[src/rtl/seg_scan_driver_pkg.sv]
// Shared constants for the segment scan driver.
//   SEG_OFF   : active-low cathode pattern with every segment dark
//   SEG_BLANK : active-high stored pattern with every segment unlit
//   HEX_FONT  : nibble -> active-high {g,f,e,d,c,b,a} glyphs 0-9, A, b, C, d, E, F
package seg_scan_driver_pkg;

  localparam logic [6:0] SEG_OFF   = 7'h7F;
  localparam logic [6:0] SEG_BLANK = 7'h00;

  localparam logic [6:0] HEX_FONT [16] = '{
    7'h3F, 7'h06, 7'h5B, 7'h4F,
    7'h66, 7'h6D, 7'h7D, 7'h07,
    7'h7F, 7'h6F, 7'h77, 7'h7C,
    7'h39, 7'h5E, 7'h79, 7'h71
  };

endpackage

[src/rtl/seg_scan_driver_hex7_decode.sv]
// Combinational hex-nibble to seven-segment glyph lookup.
//   nibble : 4-bit value to display
//   pattern: active-high segment pattern {g,f,e,d,c,b,a}
module hex7_decode
  import seg_scan_driver_pkg::*;
(
  input  logic [3:0] nibble,
  output logic [6:0] pattern
);

  always_comb begin
    pattern = HEX_FONT[nibble];
  end

endmodule

[src/rtl/seg_scan_driver.sv]
// Time-multiplexed driver for a common-anode multi-digit seven-segment display.
// Stores one pattern per digit and scans them onto a shared cathode bus with a
// dark dead-time at the start of every slot to suppress ghosting.
//   clk, rst_n : clock (rising edge), asynchronous active-low reset
//   wr_en      : write strobe, one digit per cycle
//   wr_addr    : digit index; values >= NDIG are ignored
//   wr_hex     : 1 = decode wr_data[3:0] as hex, 0 = wr_data is a raw pattern
//   wr_data    : raw active-high pattern {g,f,e,d,c,b,a} or nibble in [3:0]
//   blank      : per-digit force-dark
//   seg        : active-low cathodes, registered
//   an         : active-low anode enables, one-hot-low or all-high, registered
//   slot_tick  : single-cycle pulse on the first cycle of each new slot
module seg_scan_driver
  import seg_scan_driver_pkg::*;
#(
  parameter int NDIG     = 4,
  parameter int SLOT_CYC = 65536,
  parameter int DEAD_CYC = 64
) (
  input  logic            clk,
  input  logic            rst_n,
  input  logic            wr_en,
  input  logic [2:0]      wr_addr,
  input  logic            wr_hex,
  input  logic [6:0]      wr_data,
  input  logic [NDIG-1:0] blank,
  output logic [6:0]      seg,
  output logic [NDIG-1:0] an,
  output logic            slot_tick
);

  localparam int CW = $clog2(SLOT_CYC);
  localparam int IW = $clog2(NDIG);

  localparam logic [CW-1:0] CNT_LAST = CW'(SLOT_CYC - 1);
  localparam logic [CW-1:0] CNT_DEAD = CW'(DEAD_CYC);
  localparam logic [IW-1:0] IDX_LAST = IW'(NDIG - 1);

  logic [CW-1:0]   cnt_q, cnt_d;
  logic [IW-1:0]   idx_q, idx_d;
  logic [6:0]      digit_q [NDIG];
  logic [6:0]      digit_d [NDIG];
  logic [6:0]      seg_q, seg_d;
  logic [NDIG-1:0] an_q, an_d;
  logic            slot_tick_q, slot_tick_d;

  logic            wrap;
  logic            wr_ok;
  logic [6:0]      dec_pattern;

  hex7_decode u_hex7_decode (
    .nibble  (wr_data[3:0]),
    .pattern (dec_pattern)
  );

  always_comb begin
    wrap        = (cnt_q == CNT_LAST);
    cnt_d       = wrap ? '0 : cnt_q + CW'(1);
    slot_tick_d = wrap;

    idx_d = idx_q;
    if (wrap) begin
      idx_d = (idx_q == IDX_LAST) ? '0 : idx_q + IW'(1);
    end

    wr_ok   = wr_en && ({29'd0, wr_addr} < 32'(NDIG));
    digit_d = digit_q;
    if (wr_ok) begin
      digit_d[wr_addr[IW-1:0]] = wr_hex ? dec_pattern : wr_data;
    end

    // Outputs are computed from next-state so they line up with cnt_q/idx_q.
    // The pattern comes from the current register file, which gives the
    // two-edge write-to-display latency without tearing.
    an_d = '1;
    if ((cnt_d >= CNT_DEAD) && !blank[idx_d]) begin
      an_d[idx_d] = 1'b0;
    end
    seg_d = (&an_d) ? SEG_OFF : ~digit_q[idx_d];
  end

  always_ff @(posedge clk or negedge rst_n) begin
    if (!rst_n) begin
      cnt_q       <= '0;
      idx_q       <= '0;
      seg_q       <= SEG_OFF;
      an_q        <= '1;
      slot_tick_q <= 1'b0;
      for (int unsigned i = 0; i < NDIG; i++) begin
        digit_q[i] <= SEG_BLANK;
      end
    end else begin
      cnt_q       <= cnt_d;
      idx_q       <= idx_d;
      seg_q       <= seg_d;
      an_q        <= an_d;
      slot_tick_q <= slot_tick_d;
      digit_q     <= digit_d;
    end
  end

  assign seg       = seg_q;
  assign an        = an_q;
  assign slot_tick = slot_tick_q;

endmodule
[config.mk]
export PLATFORM = sky130hd
export DESIGN_NAME = seg_scan_driver
export DESIGN_NICKNAME = d
export VERILOG_FILES = /design/src/rtl/seg_scan_driver_pkg.sv /design/src/rtl/seg_scan_driver_hex7_decode.sv /design/src/rtl/seg_scan_driver.sv
export SDC_FILE = /design/constraint.sdc
export NUM_CORES = 1
export LEC_CHECK = 0
export CORE_UTILIZATION = 45
export DETAILED_ROUTE_END_ITERATION = 8
export GPL_TIMING_DRIVEN = 0
export PLACE_DENSITY_LB_ADDON = 0.12
export SLEW_MARGIN = 10
export SYNTH_ARGS = -nofsm -noshare
export SYNTH_HDL_FRONTEND = slang
export SYNTH_SLANG_ARGS = --single-unit
[constraint.sdc]
create_clock -name clk -period 6.5 [get_ports clk]
set_clock_uncertainty 0.05 [all_clocks]
set_input_delay 0.65 -clock clk [delete_from_list [all_inputs] [get_ports clk]]
set_output_delay 0.65 -clock clk [all_outputs]
set_load 0.05 [all_outputs]
==> results of run 1 <==
[cell families after synthesis]
kind of cell    after synthesis
fa+ha+maj                     9
compound gates               66
xor+xnor                     15
simple gates                118
mux                          23
flops                        58
buf+inv                      25
[layout make-up]
cell class	instances	area, um2	share of cell area
Clock buffer	9	124	0.0335
Tap cell	77	96.3	0.0260
Buffer	16	114	0.0308
Sequential cell	58	1470	0.396
Clock inverter	7	101	0.0274
Multi-Input combinational cell	231	1490	0.403
Timing Repair Buffer	28	278	0.0750
Inverter	9	33.8	0.00912
[critical path, delay by kind of cell (launching register included)]
| kind | cells | cell delay (ns) |
|---|---|---|
| buffers and inverters | 2 | 0.64 |
| AOI/OAI and AO/OA | 1 | 0.09 |
| adders and majority gates | 1 | 0.25 |
| and+or+nand+nor | 3 | 0.52 |
| muxes | 2 | 1.07 |
| DFF | 1 | 0.41 |
[where the power goes]
part	total, mW	switching [mW]	leakage (nW)	internal [mW]
registers	0.416	0.0184	0.715	0.398
clock network	0.379	0.160	0.106	0.219
logic	0.0940	0.0522	0.830	0.0418
total	0.889	0.230	1.65	0.658
[stage by stage]
stage	util	hold slack [ns]	worst slack, ns	area [um2]	std cells
2_1_floorplan	-	0.304	4.09	3100	314
3_3_place_gp	0.536	0.409	2.92	3480	419
3_5_place_dp	0.535	0.415	3.40	3480	419
4_1_cts	0.570	0.334	3.41	3700	435
5_1_grt	0.570	0.350	3.14	3700	435
6_report	0.570	0.304	3.40	3700	435
[cell usage in the layout (no fill, tap or decap), drive strengths merged, types with 4 or more instances in the layout]
master | Yosys | routed
a21oi | 5 | 5
and3 | 4 | 4
buf | 8 | 9
clkbuf | 8 | 17
clkdlybuf4s50 | 0 | 27
dfrtp | 47 | 47
dfstp | 11 | 11
ha | 9 | 9
inv | 9 | 11
mux2 | 8 | 8
mux2i | 15 | 15
nand2 | 51 | 51
nand2b | 4 | 4
nand3 | 15 | 15
nand4 | 5 | 5
nor2 | 16 | 16
nor3 | 6 | 6
nor4 | 4 | 4
o211ai | 12 | 12
o21ai | 36 | 36
xnor2 | 9 | 9
xor2 | 6 | 6
[per-layer routing]
layer / GRT usage / routed length [um] / vias to the layer above
met2: 0.273 / 2620 / 65
met5: 0 / 0 / -
li1: - / - / 1178
met4: 0.0878 / 125 / 0
met1: 0.291 / 3290 / 1105
met3: 0.0447 / 331 / 9
[registers in the layout, indices dropped and copies added (netlist names)]
name and count:
slot_tick 1, digit_q 28, seg 7, an 4, cnt_q 16, idx_q 2
[worst max-delay path by stage]
| stage | to | slack (ns) | cells after the start |
|---|---|---|---|
| 2_1_floorplan | seg[0]$_DFF_PN1_ | 4.09 | 8 |
| 3_3_place_gp | digit_q[24]$_DFFE_PN0P_ | 2.92 | 1 |
| 3_5_place_dp | seg[5]$_DFF_PN1_ | 3.40 | 9 |
| 4_1_cts | seg[5]$_DFF_PN1_ | 3.41 | 9 |
| 5_1_grt | seg[3]$_DFF_PN1_ | 3.14 | 9 |
| 6_report | seg[3]$_DFF_PN1_ | 3.40 | 9 |
==> run summary, run 1 <==
STATUS
-----------------------------------------------------------------------------------------------------
Outcome                                                                                     completed

GLOBAL ROUTING
-----------------------------------------------------------------------------------------------------
Global-route wire length before repair                                                       10800 um
Aggregate global routing overflow                                                                   0
Antenna violations before repair                                                                    0
Number of global-route vias before repair                                                        2157
Pin count of the biggest net entering global routing                                               59
Total routing resource utilization after global routing                                         0.197

CRITICAL PATH
-----------------------------------------------------------------------------------------------------
Cell with the most instances on the worst path                                           sky130_fd_sc_hd__mux2i_1
Maximum fanout along the worst path                                                                10
CP peak stage delay                                                                           0.76 ns
Start point of the critical path                                                         cnt_q[0]$_DFF_PN0_
Number of cell instances on the worst register-to-register path                                     9
Crit start category                                                                          register
Critical path, cell by cell                                                              ha_1, nand4_1, nor4_2, buf_6, mux2i_1, buf_2, mux2i_1, nand2_1, o211ai_1
Slack of the worst reg-to-reg path                                                            3.40 ns
Slowest stage cell, crit path                                                            sky130_fd_sc_hd__mux2i_1
Worst r2r dst                                                                            seg[3]$_DFF_PN1_
Worst path required time                                                                      6.73 ns
Critical path endpoint category                                                              register
Critical path data arrival time                                                               3.32 ns
Critical path start-end classification                                                        reg2reg
Reg2reg start                                                                            cnt_q[0]$_DFF_PN0_

CLOCK NETWORK
-----------------------------------------------------------------------------------------------------
Sink Count                                                                                         58
Clock latency at the later pin of the worst-skew pair                                         0.34 ns
Total CTS buffers                                                                                   9
Longest Clk Path Bufs                                                                               2
Clock input transition at the sequential cells of the worst setup and hold paths              0.08 ns
CTS H-Tree Depth                                                                                    3
Count of instances resized after the clock tree is built                                            0
Clock root buffer master                                                                 sky130_fd_sc_hd__clkbuf_8
Number of buffers added to fix hold violations after cts                                            0
Setup Buffers After CTS                                                                             0
TritonCTS clock tree                                                                              yes

SYNTHESIS
-----------------------------------------------------------------------------------------------------
Unique cell type count in the Yosys netlist                                                        47
Number of synthesized flops with an enable pin                                                      0
Netlist area before placement                                                                3100 um2
Post-Syn Instances                                                                                314
Sequential-to-total area share from yosys stat                                                  0.472
Biggest area consumer among synthesized cells                                            sky130_fd_sc_hd__dfrtp_1
Share of the synthesized area in the top cell type                                              0.379
Nets in the synthesized netlist                                                                   341
Flip-flop and latch count after synthesis                                                          58
Ys Warns                                                                                            0
Complex-gate fraction of the synthesized area                                                   0.133
Most area-consuming cells after synthesis                                                sky130_fd_sc_hd__dfrtp_1, sky130_fd_sc_hd__dfstp_2, sky130_fd_sc_hd__nand2_1
Post-Syn Area per Cell                                                                       9.88 um2
Synthesized-area fraction occupied by and/or/nand/nor cells                                     0.191
Async S/R FF share, synth                                                                        1.00
Cell types with the highest counts after synthesis                                       sky130_fd_sc_hd__nand2_1, sky130_fd_sc_hd__dfrtp_1, sky130_fd_sc_hd__o21ai_0, sky130_fd_sc_hd__nor2_1, sky130_fd_sc_hd__mux2i_1
Combinational family with the most area after synthesis                                  simple AND/OR/NAND/NOR gates
Post-synthesis share of cell area spent on full adders, half adders and majority gates         0.0363
Most numerous cell in the Yosys netlist                                                  sky130_fd_sc_hd__nand2_1
Most used flip-flop cell after synthesis                                                 sky130_fd_sc_hd__dfrtp_1
Post-synthesis mux area share                                                                  0.0774
Post-synthesis xor/xnor area fraction                                                          0.0423

WORST HOLD PATH
-----------------------------------------------------------------------------------------------------
Hold/Removal Path Class                                                                      in2async

STA
-----------------------------------------------------------------------------------------------------
Headroom to the max-slew limit                                                                  0.387
Final number of hold-violating endpoints                                                            0
Tcrit/Tclk final                                                                                0.476
Maximum achievable frequency                                                                  323 MHz
Number of endpoints failing setup at the final stage                                                0
Worst Tran Pin Value                                                                         0.894 ns
Min Clock Period, post-route                                                                  3.10 ns
Unrepaired setup endpoints after global routing                                                    no
Summed negative setup slack over all endpoints                                                   0 ns
Pins Over Slew Limit                                                                                0

PLACED DESIGN
-----------------------------------------------------------------------------------------------------
Final HPWL DP                                                                                 4540 um
Routability cong.                                                                               0.774
Buffers on Ports                                                                                   28

POWER AND IR DROP
-----------------------------------------------------------------------------------------------------
Leak Pwr                                                                                      1.65 nW
Total Power                                                                                    889 uW
Pwr/cell area                                                                              240 nW/um2
Maximum resistive drop on vdd                                                                 97.6 uV

FINISH
-----------------------------------------------------------------------------------------------------
Final net count                                                                                   380
Syn-to-layout area delta                                                                        19.3%
Layout cell share with drive strength beyond 1                                                  0.159
Number of fill cells                                                                              593
Antenna cells                                                                                       0

DIE
-----------------------------------------------------------------------------------------------------
Initial cell density of the core                                                                0.478
Horizontal die dimension                                                                      85.0 um
Num ports                                                                                          30
Die height                                                                                    85.0 um
Full die area                                                                                7230 um2
Core ar.                                                                                     6490 um2
Core Rows                                                                                          29

ROUTING
-----------------------------------------------------------------------------------------------------
Via Count                                                                                        2357
Vias per cell                                                                                    5.42
Antenna violation net count after detailed routing                                                  0
Number of design-rule violations left by the first detailed-router iteration                      153
Routed wire length per instance                                                               14.6 um
Remaining routing DRC violations                                                                    0
Sum of routed wire length over all layers                                                     6360 um
First-pass iteration count of the detailed router                                                   4

JOB
-----------------------------------------------------------------------------------------------------
Number of maximum-capacitance constraint violations                                                 0

Note: power is estimated with default switching activity, not from simulation.
==> inputs of run 2 (changes only) <==
==> constraint.sdc (replaced) <==
create_clock -name clk -period 2.9 [get_ports clk]
set_clock_uncertainty 0.05 [all_clocks]
set_input_delay 0.29 -clock clk [delete_from_list [all_inputs] [get_ports clk]]
set_output_delay 0.29 -clock clk [all_outputs]
set_load 0.05 [all_outputs]
==> run summary, run 2 (synthesis gave the netlist of run 1 again) <==
PLACED DESIGN
-----------------------------------------------------------------------------------------------
Final HPWL DP                                                                           4540 um
Placement Setup Slack                                                                 -0.196 ns
Buffers on Ports                                                                             28
Routability cong.                                                                         0.774

FINISH
-----------------------------------------------------------------------------------------------
Most frequent standard cell in the layout excluding fill and tap cells             sky130_fd_sc_hd__nand2_1
Final net count                                                                             381
Layout cell share with drive strength beyond 1                                            0.162
Most frequent cells in the layout                                                  sky130_fd_sc_hd__nand2_1, sky130_fd_sc_hd__dfrtp_1, sky130_fd_sc_hd__o21ai_0, sky130_fd_sc_hd__clkdlybuf4s50_1, sky130_fd_sc_hd__nor2_1
Register name with the most flops                                                       digit_q
Antenna cells                                                                                 0
Syn-to-layout area delta                                                                  20.1%
Flip-flop count of the largest register, all copies and words added                          28

GLOBAL ROUTING
-----------------------------------------------------------------------------------------------
Number of global-route vias before repair                                                  2168
Pin count of the biggest net entering global routing                                         59
Met3 track demand over resource                                                          0.0447
Antenna violations before repair                                                              0
Grt peak-use layer                                                                         met1
Global-route wire length before repair                                                 10800 um
M1 GR Usage                                                                               0.291
Aggregate global routing overflow                                                             0
Total routing resource utilization after global routing                                   0.197
Met2 Resource Use GR                                                                      0.274

CLOCK NETWORK
-----------------------------------------------------------------------------------------------
Clock input transition at the sequential cells of the worst setup and hold paths        0.08 ns
Sink Count                                                                                   58
TritonCTS clock tree                                                                        yes
Total CTS buffers                                                                             9
Longest Clk Path Bufs                                                                         2
Clock latency at the later pin of the worst-skew pair                                   0.34 ns
CTS H-Tree Depth                                                                              3
Clock root buffer master                                                           sky130_fd_sc_hd__clkbuf_8

ROUTING
-----------------------------------------------------------------------------------------------
Sum of routed wire length over all layers                                               6400 um
Via Count                                                                                  2369
Number of design-rule violations left by the first detailed-router iteration                212
Routed wire length per instance                                                         14.7 um
First-pass iteration count of the detailed router                                             4
Vias per cell                                                                              5.43
Remaining routing DRC violations                                                              0
Antenna violation net count after detailed routing                                            0

JOB
-----------------------------------------------------------------------------------------------
Number of maximum-capacitance constraint violations                                           0

DIE
-----------------------------------------------------------------------------------------------
Core ar.                                                                               6490 um2
Die height                                                                              85.0 um
Initial cell density of the core                                                          0.478
Full die area                                                                          7230 um2
Horizontal die dimension                                                                85.0 um
Num ports                                                                                    30
Core Rows                                                                                    29

CRITICAL PATH
-----------------------------------------------------------------------------------------------
Critical path, cell by cell                                                        ha_1, nand4_1, nor4_2, buf_6, mux2i_4, clkbuf_4, mux2i_1, nand2_1, o211ai_1
Crit start category                                                                    register
Critical path endpoint category                                                        register
Slowest stage cell, crit path                                                      sky130_fd_sc_hd__dfrtp_1
Worst path required time                                                                3.13 ns
CP peak stage delay                                                                     0.41 ns
Critical path data arrival time                                                         2.87 ns
Maximum fanout along the worst path                                                          10
Critical path start-end classification                                                  reg2reg

POWER AND IR DROP
-----------------------------------------------------------------------------------------------
Cell-internal power                                                                     1.48 mW
Maximum resistive drop on vdd                                                            221 uV
Net Sw Frac                                                                               0.260
Sw Pwr                                                                                   518 uW
Pwr/cell area                                                                        535 nW/um2
Relative contribution of sequential cells to total power                                  0.467
Fraction of power consumed by the clock network                                           0.426
Leak Pwr                                                                                1.66 nW
Relative contribution of combinational cells to total power                               0.106

STA
-----------------------------------------------------------------------------------------------
Maximum achievable frequency                                                            379 MHz
Pins Over Slew Limit                                                                          0
Number of endpoints failing setup at the final stage                                          0
Headroom to the max-slew limit                                                            0.509
Final number of hold-violating endpoints                                                      0
Smallest setup slack after layout                                                      0.260 ns
Min Clock Period, post-route                                                            2.64 ns
Tcrit/Tclk final                                                                          0.910
Worst Tran Pin Value                                                                   0.736 ns
Unrepaired setup endpoints after global routing                                              no
Summed negative setup slack over all endpoints                                             0 ns

WORST HOLD PATH
-----------------------------------------------------------------------------------------------
Hold/Removal Path Class                                                                 reg2reg

STATUS
-----------------------------------------------------------------------------------------------
Outcome                                                                               completed

run 2: final timing paths:
kind,from,end,slack [ns],depth (start not counted)
max reg2reg,cnt_q[0]$_DFF_PN0_,seg[3]$_DFF_PN1_,0.26,9
max,cnt_q[0]$_DFF_PN0_,seg[3]$_DFF_PN1_,0.26,9
max in group asynchronous,rst_n,digit_q[14]$_DFFE_PN0P_,1.82,2
min in group asynchronous,rst_n,cnt_q[14]$_DFF_PN0_,0.48,2
min,digit_q[13]$_DFFE_PN0P_,digit_q[13]$_DFFE_PN0P_,0.43,2
min reg2reg,digit_q[13]$_DFFE_PN0P_,digit_q[13]$_DFFE_PN0P_,0.43,2
run 2: power by group through the flow:
stage / clock network [mW] / registers [mW] / logic [mW]
finish: 0.850 / 0.932 / 0.212
global placement: 0 / 0.944 / 0.205
CTS: 0.867 / 0.933 / 0.214
global route: 0.911 / 0.941 / 0.247
floorplan: 0 / 0.935 / 0.136
detailed placement: 0 / 0.948 / 0.211
run 2: critical path: cells and delay by family, from the launching register on:
| kind | cells | cell delay (ns) |
|---|---|---|
| DFF | 1 | 0.41 |
| AOI/OAI and AO/OA | 1 | 0.09 |
| adders and majority gates | 1 | 0.25 |
| muxes | 2 | 0.70 |
| buffers and inverters | 2 | 0.56 |
| and+or+nand+nor | 3 | 0.52 |
run 2: per-layer routing:
layer | vias to the layer above | part of all wire | wire length, um
li1 | 1183 | - | -
met5 | - | 0 | 0
met4 | 0 | 0.019 | 124
met3 | 11 | 0.057 | 364
met2 | 72 | 0.41 | 2650
met1 | 1103 | 0.51 | 3260
run 2: what timing repair did:
action	CTS	global route
setup endpoints to repair	7	7
resized for setup	1	2
setup buffers	0	0
pin swaps	0	0
endpoints found under the hold margin	47	0
hold buffers	1	0
run 2: through the flow:
stage	area [um2]	instances	power (mW)	utilization	hold slack (ns)
floorplan	3100	314	1.07	-	-0.0556
global placement	3480	419	1.15	0.536	0.409
detailed placement	3480	419	1.16	0.535	0.353
CTS	3720	436	2.01	0.572	0.433
global route	3730	436	2.10	0.574	0.447
finish	3730	436	1.99	0.574	0.428
run 2: final cells by class:
cell class / instances / area, um2
clock inverter: 7 / 101
fill: 592 / 2770
tap: 77 / 96.3
sequential: 58 / 1470
clock buffer: 9 / 124
timing repair buffer: 29 / 288
buffer: 16 / 116
inverter: 9 / 33.8
multi-input combinational: 231 / 1500
